### config.mk
export PLATFORM = sky130hd
export DESIGN_NAME = fp_add_pipe
export DESIGN_NICKNAME = d
export VERILOG_FILES = /design/src/rtl/fft_fp_pkg.sv /design/src/rtl/fp_lzc.sv /design/src/rtl/fp_add_pipe.sv
export SDC_FILE = /design/constraint.sdc
export NUM_CORES = 1
export LEC_CHECK = 0
export CAP_MARGIN = 20
export CELL_PAD_IN_SITES_DETAIL_PLACEMENT = 0
export CELL_PAD_IN_SITES_GLOBAL_PLACEMENT = 1
export CORE_MARGIN = 3
export CORE_UTILIZATION = 46
export CTS_CLUSTER_SIZE = 28
export DETAILED_ROUTE_END_ITERATION = 12
export PLACE_DENSITY = 0.81
export SLEW_MARGIN = 20
export SYNTH_ARGS = -nofsm -noshare
export SYNTH_HDL_FRONTEND = slang
export SYNTH_HIERARCHICAL = 1
export SYNTH_SLANG_ARGS = --single-unit
### constraint.sdc
create_clock -name clk -period 8.7 [get_ports clk]
set_input_delay 1.74 -clock clk [delete_from_list [all_inputs] [get_ports clk]]
set_output_delay 1.74 -clock clk [all_outputs]
set_load 0.005 [all_outputs]
### src/rtl/fft_fp_pkg.sv
// Single-precision constants and helpers shared by the FFT float datapath
// (multiplier and adder stages).
package fft_fp_pkg;

   localparam int EXP_W    = 8;
   localparam int MAN_W    = 23;
   localparam int EXP_BIAS = 127;

   localparam logic [31:0]      FP_POS_ZERO = 32'h0000_0000;
   localparam logic [EXP_W-1:0] FP_INF_EXP  = 8'hFF;

   typedef struct packed {
      logic             sign;
      logic [EXP_W-1:0] exponent;
      logic [MAN_W-1:0] man;
   } fp_t;

   // Significand with the hidden bit restored; a zero exponent field flushes the operand to zero.
   function automatic logic [MAN_W:0] fp_sig(input fp_t f);
      return (f.exponent == '0) ? '0 : {1'b1, f.man};
   endfunction

endpackage

### src/rtl/fp_lzc.sv
// Combinational leading-zero counter; an all-zero input reports WIDTH.
module fp_lzc #(
   parameter int WIDTH = 27
) (
   input  logic [WIDTH-1:0]           value,
   output logic [$clog2(WIDTH+1)-1:0] count
);

   localparam int CNT_W = $clog2(WIDTH + 1);

   // Scanning upward lets the most significant set bit win.
   always_comb begin
      count = CNT_W'(WIDTH);
      for (int i = 0; i < WIDTH; i++) begin
         if (value[i]) begin
            count = CNT_W'(WIDTH - 1 - i);
         end
      end
   end

endmodule

### src/rtl/fp_add_pipe.sv
// Three-stage single-precision adder/subtractor (unpack/swap, align/add,
// normalize/pack) with truncation rounding and a global stall on backpressure.
module fp_add_pipe
   import fft_fp_pkg::*;
#(
   parameter int GUARD_BITS = 3
) (
   input  logic        clk,
   input  logic        rst,
   input  logic        in_valid,
   output logic        in_ready,
   input  logic [31:0] num1,
   input  logic [31:0] num2,
   input  logic        sub,
   output logic        out_valid,
   input  logic        out_ready,
   output logic [31:0] result
);

   localparam int SIG_W  = MAN_W + 1;
   localparam int EXT_W  = SIG_W + GUARD_BITS;
   localparam int SUM_W  = EXT_W + 1;
   localparam int LZC_W  = $clog2(EXT_W + 1);
   localparam int NEXP_W = EXP_W + 2;

   localparam logic [EXP_W-1:0]         SHIFT_LIMIT = EXP_W'(EXT_W);
   localparam logic signed [NEXP_W-1:0] EXP_ZERO_S  = '0;
   localparam logic signed [NEXP_W-1:0] EXP_INF_S   = NEXP_W'(FP_INF_EXP);

   logic adv;

   logic             s1_valid;
   logic             s1_sign;
   logic             s1_sub;
   logic [EXP_W-1:0] s1_exp;
   logic [EXP_W-1:0] s1_shift;
   logic [SIG_W-1:0] s1_sig_a;
   logic [SIG_W-1:0] s1_sig_b;

   logic             s2_valid;
   logic             s2_sign;
   logic [EXP_W-1:0] s2_exp;
   logic [SUM_W-1:0] s2_sum;

   logic        s3_valid;
   logic [31:0] s3_result;

   assign adv       = !s3_valid || out_ready;
   assign in_ready  = adv;
   assign out_valid = s3_valid;
   assign result    = s3_result;

   // ---------------- S1: unpack and order by magnitude ----------------
   fp_t                  op_a;
   fp_t                  op_b;
   fp_t                  op_hi;
   fp_t                  op_lo;
   logic [EXP_W+MAN_W:0] key_a;
   logic [EXP_W+MAN_W:0] key_b;
   logic                 swap;

   assign op_a  = num1;
   assign op_b  = {num2[31] ^ sub, num2[30:0]};
   assign key_a = {op_a.exponent, fp_sig(op_a)};
   assign key_b = {op_b.exponent, fp_sig(op_b)};
   assign swap  = key_b > key_a;
   assign op_hi = swap ? op_b : op_a;
   assign op_lo = swap ? op_a : op_b;

   always_ff @(posedge clk) begin
      if (rst) begin
         s1_valid <= 1'b0;
      end else if (adv) begin
         s1_valid <= in_valid;
      end
   end

   always_ff @(posedge clk) begin
      if (adv) begin
         s1_sign  <= op_hi.sign;
         s1_sub   <= op_hi.sign ^ op_lo.sign;
         s1_exp   <= op_hi.exponent;
         s1_shift <= op_hi.exponent - op_lo.exponent;
         s1_sig_a <= fp_sig(op_hi);
         s1_sig_b <= fp_sig(op_lo);
      end
   end

   // ---------------- S2: align the smaller operand and add ----------------
   logic [EXT_W-1:0] ext_a;
   logic [EXT_W-1:0] ext_b;
   logic [SUM_W-1:0] sum_next;

   always_comb begin
      ext_a = {s1_sig_a, {GUARD_BITS{1'b0}}};
      ext_b = {s1_sig_b, {GUARD_BITS{1'b0}}};
      if (s1_shift >= SHIFT_LIMIT) begin
         ext_b = '0;
      end else begin
         ext_b = ext_b >> s1_shift;
      end
      if (s1_sub) begin
         sum_next = {1'b0, ext_a} - {1'b0, ext_b};
      end else begin
         sum_next = {1'b0, ext_a} + {1'b0, ext_b};
      end
   end

   always_ff @(posedge clk) begin
      if (rst) begin
         s2_valid <= 1'b0;
      end else if (adv) begin
         s2_valid <= s1_valid;
      end
   end

   always_ff @(posedge clk) begin
      if (adv) begin
         s2_sign <= s1_sign;
         s2_exp  <= s1_exp;
         s2_sum  <= sum_next;
      end
   end

   // ---------------- S3: normalize, truncate and pack ----------------
   logic [LZC_W-1:0]         lz_count;
   logic [NEXP_W-1:0]        exp_wide;
   logic [EXT_W-1:0]         norm_sig;
   logic signed [NEXP_W-1:0] norm_exp;
   logic [31:0]              result_next;

   fp_lzc #(
      .WIDTH (EXT_W)
   ) u_lzc (
      .value (s2_sum[EXT_W-1:0]),
      .count (lz_count)
   );

   assign exp_wide = {2'b00, s2_exp};

   always_comb begin
      if (s2_sum[SUM_W-1]) begin
         norm_sig = s2_sum[SUM_W-1:1];
         norm_exp = $signed(exp_wide + NEXP_W'(1));
      end else begin
         norm_sig = s2_sum[EXT_W-1:0] << lz_count;
         norm_exp = $signed(exp_wide - NEXP_W'(lz_count));
      end

      // Exact cancellation is always +0; underflow keeps the sign of the larger operand.
      if (s2_sum == '0) begin
         result_next = FP_POS_ZERO;
      end else if (norm_exp <= EXP_ZERO_S) begin
         result_next = {s2_sign, 31'b0};
      end else if (norm_exp >= EXP_INF_S) begin
         result_next = {s2_sign, FP_INF_EXP, {MAN_W{1'b0}}};
      end else begin
         result_next = {s2_sign, norm_exp[EXP_W-1:0], norm_sig[EXT_W-2 -: MAN_W]};
      end
   end

   always_ff @(posedge clk) begin
      if (rst) begin
         s3_valid  <= 1'b0;
         s3_result <= FP_POS_ZERO;
      end else if (adv) begin
         s3_valid <= s2_valid;
         if (s2_valid) begin
            s3_result <= result_next;
         end
      end
   end

endmodule

==> results.md, run 1 <==
* IO buf count at 102
* Maximum number of pins on one net before global-route repair at 82
* Synth Flop Type: edfxtp_1
* Final hold violations at 0
* Layout cell share with drive strength beyond 1 at 7.82%
* Area growth syn-to-layout at 14.5%
* Routed Antenna Nets at 0
* Final setup violation count at 0
* DRC at 0
* Clk sinks at 138
* Avg WL per Cell at 18.3 µm
* Synth Instances at 1523
* Clk slew on worst S/H paths at 0.07 ns
* Core area at 0.0272 mm²
* Measured slew at the worst slew-check pin at 1.04 ns
* Synth cell types at 87
* Comb power frac at 43.3%
* CTS Buffer Depth at 2
* Max_slew headroom at 31.0%
* Hold_buf cts at 0
* TritonCTS clock tree: built
* Crit share post-route at 76.8%
* Final Util at 54.2%
* WHS Path Cells at 0
* Outcome: completed
* Hold Path Sink: s2_exp[0]$_DFFE_PN_
* Final #Nets at 1735
* Leakage dissipation at 0.00599 µW
* Critical setup path kind: in -> reg
* CP top delay family: simple AND/OR/NAND/NOR gates
* Dpl hpwl at 27.3 mm
* Synthesized cell area at 0.0128 mm²
* Area of the multi-input gates at 0.00838 mm²
* Average instance area after synthesis at 8.44 µm²
* N_diodes at 0
* Fmax at 150 MHz
* Net count after synthesis at 1685
* Ys Warns at 6
* Placed instance count at 1926
* Flops & latches, synth at 138
* FF-to-FF Start: s2_sum[10]$_DFFE_PN_
* FF/Latch Area at 0.00379 mm²
* CP max-delay cell: nor4_1
* Via Count at 11600
* Worst hold start: s1_exp[0]$_DFFE_PN_
* Horiz. Die Dim at 173 µm
* Worst Setup Start Kind: input pin
* Top Ports at 103
* CTS H-tree lvls at 4
* WP buf/inv at 2
* Yosys top cell area share at 24.1%
* Synth area leaders: edfxtp_1 (24%), ha_1 (8.9%), mux2i_1 (7.0%), dfxtp_1 (5.5%), nand2_1 (5.2%)
* Int Pwr at 1870 µW
* Tot Pwr at 3180 µW
* Root buffer cell: clkbuf_16
* Antenna violations before repair at 0
* Fin. max-slew vios at 0
* Power density cells at 216 mW/mm²
* Clock skew at 0.0170 ns
* Seq pwr share at 33.3%
* Setup TNS at 0 ns
* R2R depth at 15
* Post-synth EDFFs at 103
* Drt total wl at 35.9 mm
* Row cnt at 60
* Maximum VDD drop at 0.000169 V
* Die H at 173 µm
* Max Cap Viol at 0
* Critical Path RT at 8.86 ns
* Sw power at 1310 µW
* Clock group share of total power at 23.4%
* Post-CTS Setup Bufs at 0
* Fin cells at 1958
* Drt first-iter violations at 899
* Maximum fanout along the worst path at 25
* Detailed Routing Iterations Pass 1 at 5
* Asr flop ratio synth at 0%
* Num CTS Buffers at 17
* Routability Congestion at 0.945
* CP max stage delay at 0.66 ns
* Final min period at 6.68 ns
* Global route total overflow at 0
* Routed vias/inst at 5.95
* Post-synthesis sequential area ratio at 29.5%
* Unrepaired setup endpoints after global routing: no
* Reg2reg end: result[19]$_SDFFE_PP0P_
* Clk Latency, worst-skew pair at 0.42 ns
* CP cell instances: clkdlybuf4s50_1, nor4_1, nand2_1, and2_1, ha_1, nand4_1, nor4_1, a22oi_1, a32o_1, a21oi_4, mux2_2, nor2_1, nor4b_4, buf_4, nor2_1
* Switching Share at 41.3%
* Vias in the first global route at 10900
* WP data arrival at 6.84 ns
* Top cell type by total area after synthesis: edfxtp_1
* Fillers at 2583
* Worst Hold Class: reg -> reg
* R2R setup slack at 2.42 ns
* Initial core utilization at 47.3%
* Global-route wire length before repair at 57.8 mm
* GRT Total Usage at 23.3%
* Post_cts resized at 0
* Die area at 0.0300 mm²
* Setup crit end kind: register
## sequential cells by signal, indices dropped and copies added, names as in the netlist, 8 cells and up
name	count
result	32
s2_sum	28
s1_sig_a	24
s1_sig_b	24
s1_exp	8
s1_shift	8
s2_exp	8
## cells in the mapped netlist (all sizes together), types with 23 or more instances
cell	n
and2	29
buf	23
xnor2	26
nand2	179
a21oi	112
edfxtp	103
nor2	164
nand3	29
a31oi	23
mux4	23
o21ai	90
mux2i	91
clkbuf	66
mux2	25
inv	87
ha	91
nor4	27
dfxtp	35
## layer usage
layer	routed length, µm	vias to the layer above	part of all wire, %	global-route usage [%]
met5	0	-	0	0
met4	937	0	2.6	7.67
met3	1930	61	5.4	2.61
met2	16300	411	45	36.9
met1	16700	5472	47	33.3
li1	-	5704	-	-
## cell type report
type | instances | area share (%)
multi-input cells | 1207 | 56.9
flip-flops and latches | 138 | 25.8
repair buffers | 120 | 7.86
well taps | 372 | 3.16
clock buffers | 18 | 2.98
inverters | 89 | 2.27
clock inverters | 14 | 1.04
## worst reg2reg max path, delay by kind of cell, from the launching register on
kind | cells | cell delay, ns
compound gates | 8 | 2.70
simple gates | 4 | 1.62
xor+xnor | 1 | 0.12
buf+inv | 1 | 0.68
fa+ha+maj | 1 | 0.52
flops | 1 | 0.55
## logic make-up after synthesis
| family | synth area share [%] |
|---|---|
| AO/OA/AOI/OAI | 20.0 |
| multiplexers | 13.3 |
| flip-flops | 29.5 |
| XOR/XNOR | 2.73 |
| buffers and inverters | 5.63 |
| AND/OR/NAND/NOR | 19.7 |
| adder cells (fa/ha/maj) | 9.17 |
## power by group through the flow
stage	sequential (µW)	clock (µW)	combinational, µW
after detailed placement	1070	0	1350
after global routing	1070	786	1520
after floorplan	967	0	1040
after global placement	1060	0	1360
after CTS	1050	760	1360
final	1060	745	1380
## how the worst max path moves through the flow
stage	to	slack, ns	cells past startpoint	from
after floorplan	result[11]$_SDFFE_PP0P_	1.78	9	out_ready
after CTS	s1_sig_a[3]$_SDFFCE_PN0N_	1.95	15	num2[27]
after global routing	s1_sig_a[22]$_SDFFCE_PN0N_	1.56	15	num2[28]
after global placement	s1_sig_a[3]$_SDFFCE_PN0N_	1.65	15	num2[27]
after detailed placement	s1_sig_a[3]$_SDFFCE_PN0N_	1.52	15	num2[27]
final	s1_sig_a[21]$_SDFFCE_PN0N_	2.02	15	num2[27]
## placed cells by master (no fill, tap or decap), drive strengths merged, types with 17 or more instances in the layout
cell           instances
a21o                  17
a21oi                112
nand3                 29
a31oi                 23
nand2                179
nor4                  27
ha                    91
edfxtp               103
mux2                  25
and2                  29
xnor2                 26
inv                   96
clkbuf                18
mux4                  23
a211oi                18
nand4                 18
mux2i                 91
buf                   18
dfxtp                 35
nor2                 164
a22oi                 21
o21ai                 90
clkdlybuf4s50        102
nor3                  22
## per-stage QoR
stage	worst slack [ns]	cell area (µm²)	hold WS [ns]
4_1_cts	1.95	14700	0.412
5_1_grt	1.56	14700	0.423
6_report	2.02	14700	0.409
2_1_floorplan	1.78	12800	0.400
3_3_place_gp	1.65	14100	0.402
3_5_place_dp	1.52	14100	0.405
Power figures use the tool's default switching activity.
==> inputs of run 2 (changes only) <==
==> constraint.sdc (replaced) <==
create_clock -name clk -period 6.25 [get_ports clk]
set_input_delay 1.25 -clock clk [delete_from_list [all_inputs] [get_ports clk]]
set_output_delay 1.25 -clock clk [all_outputs]
set_load 0.005 [all_outputs]
==> run 2 against run 1 <==
Clock power up 38%. Cell count up 0.56%. Clock skew up 0.0031 ns. Register-to-register slack worse by 1.5 ns. Combinational power up 40%. Critical endpoint is now s1_sig_b[8]$_SDFFCE_PN0N_. Flip-flop and latch count unchanged. Critical path depth up 1. Design area up 0.65%. Largest power group unchanged. Worst hold slack better by 0.014 ns.
==> results.md, run 2 (synthesis gave the netlist of run 1 again) <==
* Via Count at 11800
* CTS H-tree lvls at 4
* Unrepaired setup endpoints after global routing: no
* Outcome: completed
* Measured slew at the worst slew-check pin at 0.862 ns
* Horiz. Die Dim at 173 µm
* Layout cell share with drive strength beyond 1 at 8.39%
* Post_cts resized at 0
* Setup crit end kind: register
* Final hold slack at 0.423 ns
* Hold_buf cts at 0
* GRT Total Usage at 23.7%
* Maximum fanout along the worst path at 29
* Dpl hpwl at 28.1 mm
* Routed Antenna Nets at 0
* Maximum VDD drop at 0.000206 V
* N_diodes at 0
* Clk slew on worst S/H paths at 0.07 ns
* Clock skew at 0.0201 ns
* IO buf count at 102
* DRC at 0
* TritonCTS clock tree: built
* Final hold violations at 0
* Avg WL per Cell at 18.5 µm
* Vias in the first global route at 11000
* Worst Hold Class: reg -> reg
* Maximum number of pins on one net before global-route repair at 66
* Initial core utilization at 47.3%
* Worst Setup Start Kind: input pin
* Root buffer cell: clkbuf_16
* Critical Path RT at 6.43 ns
* Max Cap Viol at 0
* Design area at 0.0148 mm²
* Commonest non-fill, non-tap cell in the layout: nand2_1
* Fmax at 182 MHz
* Final min period at 5.50 ns
* Post-DP Area at 0.0142 mm²
* Crit share post-route at 88.0%
* Top Ports at 103
* Fin. max-slew vios at 0
* Drt total wl at 36.4 mm
* Area growth syn-to-layout at 15.3%
* Core area at 0.0272 mm²
* Antenna violations before repair at 0
* Max_slew headroom at 42.6%
* Routability Congestion at 0.954
* Row cnt at 60
* Final Util at 54.5%
* Clk Latency, worst-skew pair at 0.43 ns
* Final #Nets at 1746
* WP data arrival at 5.68 ns
* Worst slack, placed at 0.220 ns
* Global route total overflow at 0
* Setup TNS at 0 ns
* Power density cells at 300 mW/mm²
* Final setup violation count at 0
* Global-route wire length before repair at 58.7 mm
* Drt first-iter violations at 979
* Detailed Routing Iterations Pass 1 at 7
* Clk sinks at 138
* Die H at 173 µm
* Critical setup path kind: in -> reg
* Die area at 0.0300 mm²
* CTS Buffer Depth at 2
* Max reg flops at 32
* Final setup margin at 0.750 ns
* Commonest cells after routing, fill and taps aside: nand2_1 (178), nor2_1 (163), a21oi_1 (109), edfxtp_1 (103), clkdlybuf4s50_1 (102)
* Post-CTS Setup Bufs at 0
* Num CTS Buffers at 17
* Routed vias/inst at 5.98
* Leakage dissipation at 0.00605 µW
-- run 2: changes by cell type in the layout (fill, tap and decap cells not counted) --
cell and change:
buf_4 +9, buf_12 +2, clkbuf_8 -1, clkinv_1 +1, clkinv_2 +1, clkinv_4 +1
clkinvlp_4 -1, inv_4 -1, inv_6 +1, inv_8 -1
-- run 2: routing by layer --
metal / vias up / wire length, µm / track usage, %
li1: 5724 / - / -
met1: 5578 / 17200 / 34.1
met2: 408 / 16400 / 37.3
met3: 72 / 1850 / 3.25
met4: 0 / 970 / 6.79
met5: - / 0 / 0
-- run 2: path summary, 6_finish.rpt --
path	startpoint	endpoint	slack, ns	depth (start not counted)
min reg2reg	s1_exp[3]$_DFFE_PN_	s2_exp[3]$_DFFE_PN_	0.42	0
max	num2[27]	s1_sig_b[8]$_SDFFCE_PN0N_	0.75	16
min	s1_exp[3]$_DFFE_PN_	s2_exp[3]$_DFFE_PN_	0.42	0
max reg2reg	s1_shift[0]$_DFFE_PN_	s2_sum[26]$_DFFE_PN_	0.87	17
-- run 2: worst max-delay path: stages --
cell             delay [ns]
clkdlybuf4s50_1        0.47
nor4_1                 0.42
nand2_1                0.09
buf_4                  0.22
and2_1                 0.18
ha_1                   0.31
nand4_1                0.18
nor4_1                 0.47
buf_4                  0.21
nand2_1                0.05
a32o_1                 0.31
a21oi_4                0.31
buf_4                  0.37
buf_4                  0.47
mux2i_1                0.28
nor2_1                 0.05
-- run 2: final cells by class --
| type | instances | area (µm²) |
|---|---|---|
| fill | 2637 | 12400 |
| multi-input combinational | 1207 | 8380 |
| sequential | 138 | 3790 |
| timing repair buffer | 131 | 1260 |
| tap | 372 | 465 |
| clock buffer | 17 | 425 |
| inverter | 89 | 334 |
| clock inverter | 15 | 154 |
-- run 2: metrics by stage --
stage | std cells | total power [µW]
2_1_floorplan | 1523 | 2790
6_report | 1969 | 4440
3_5_place_dp | 1937 | 3390
3_3_place_gp | 1937 | 3390
5_1_grt | 1969 | 4720
4_1_cts | 1969 | 4430
-- run 2: power by group --
group	switching (µW)	total [µW]	internal, µW	leakage (µW)
registers	288	1470	1190	0.00137
logic	1090	1930	845	0.00439
clock network	464	1030	565	0.000288
total	1840	4440	2600	0.00605
==> inputs of run 3 (changes only) <==
--- a/config.mk
+++ b/config.mk
@@ -10,7 +10,7 @@
 export CELL_PAD_IN_SITES_GLOBAL_PLACEMENT = 1
 export CORE_MARGIN = 3
 export CORE_UTILIZATION = 46
-export CTS_CLUSTER_SIZE = 28
+export CTS_CLUSTER_SIZE = 14
 export DETAILED_ROUTE_END_ITERATION = 12
 export PLACE_DENSITY = 0.81
 export SLEW_MARGIN = 20
==> results of run 3 <==
Final layout, timing and power as in run 2 (identical DEF).
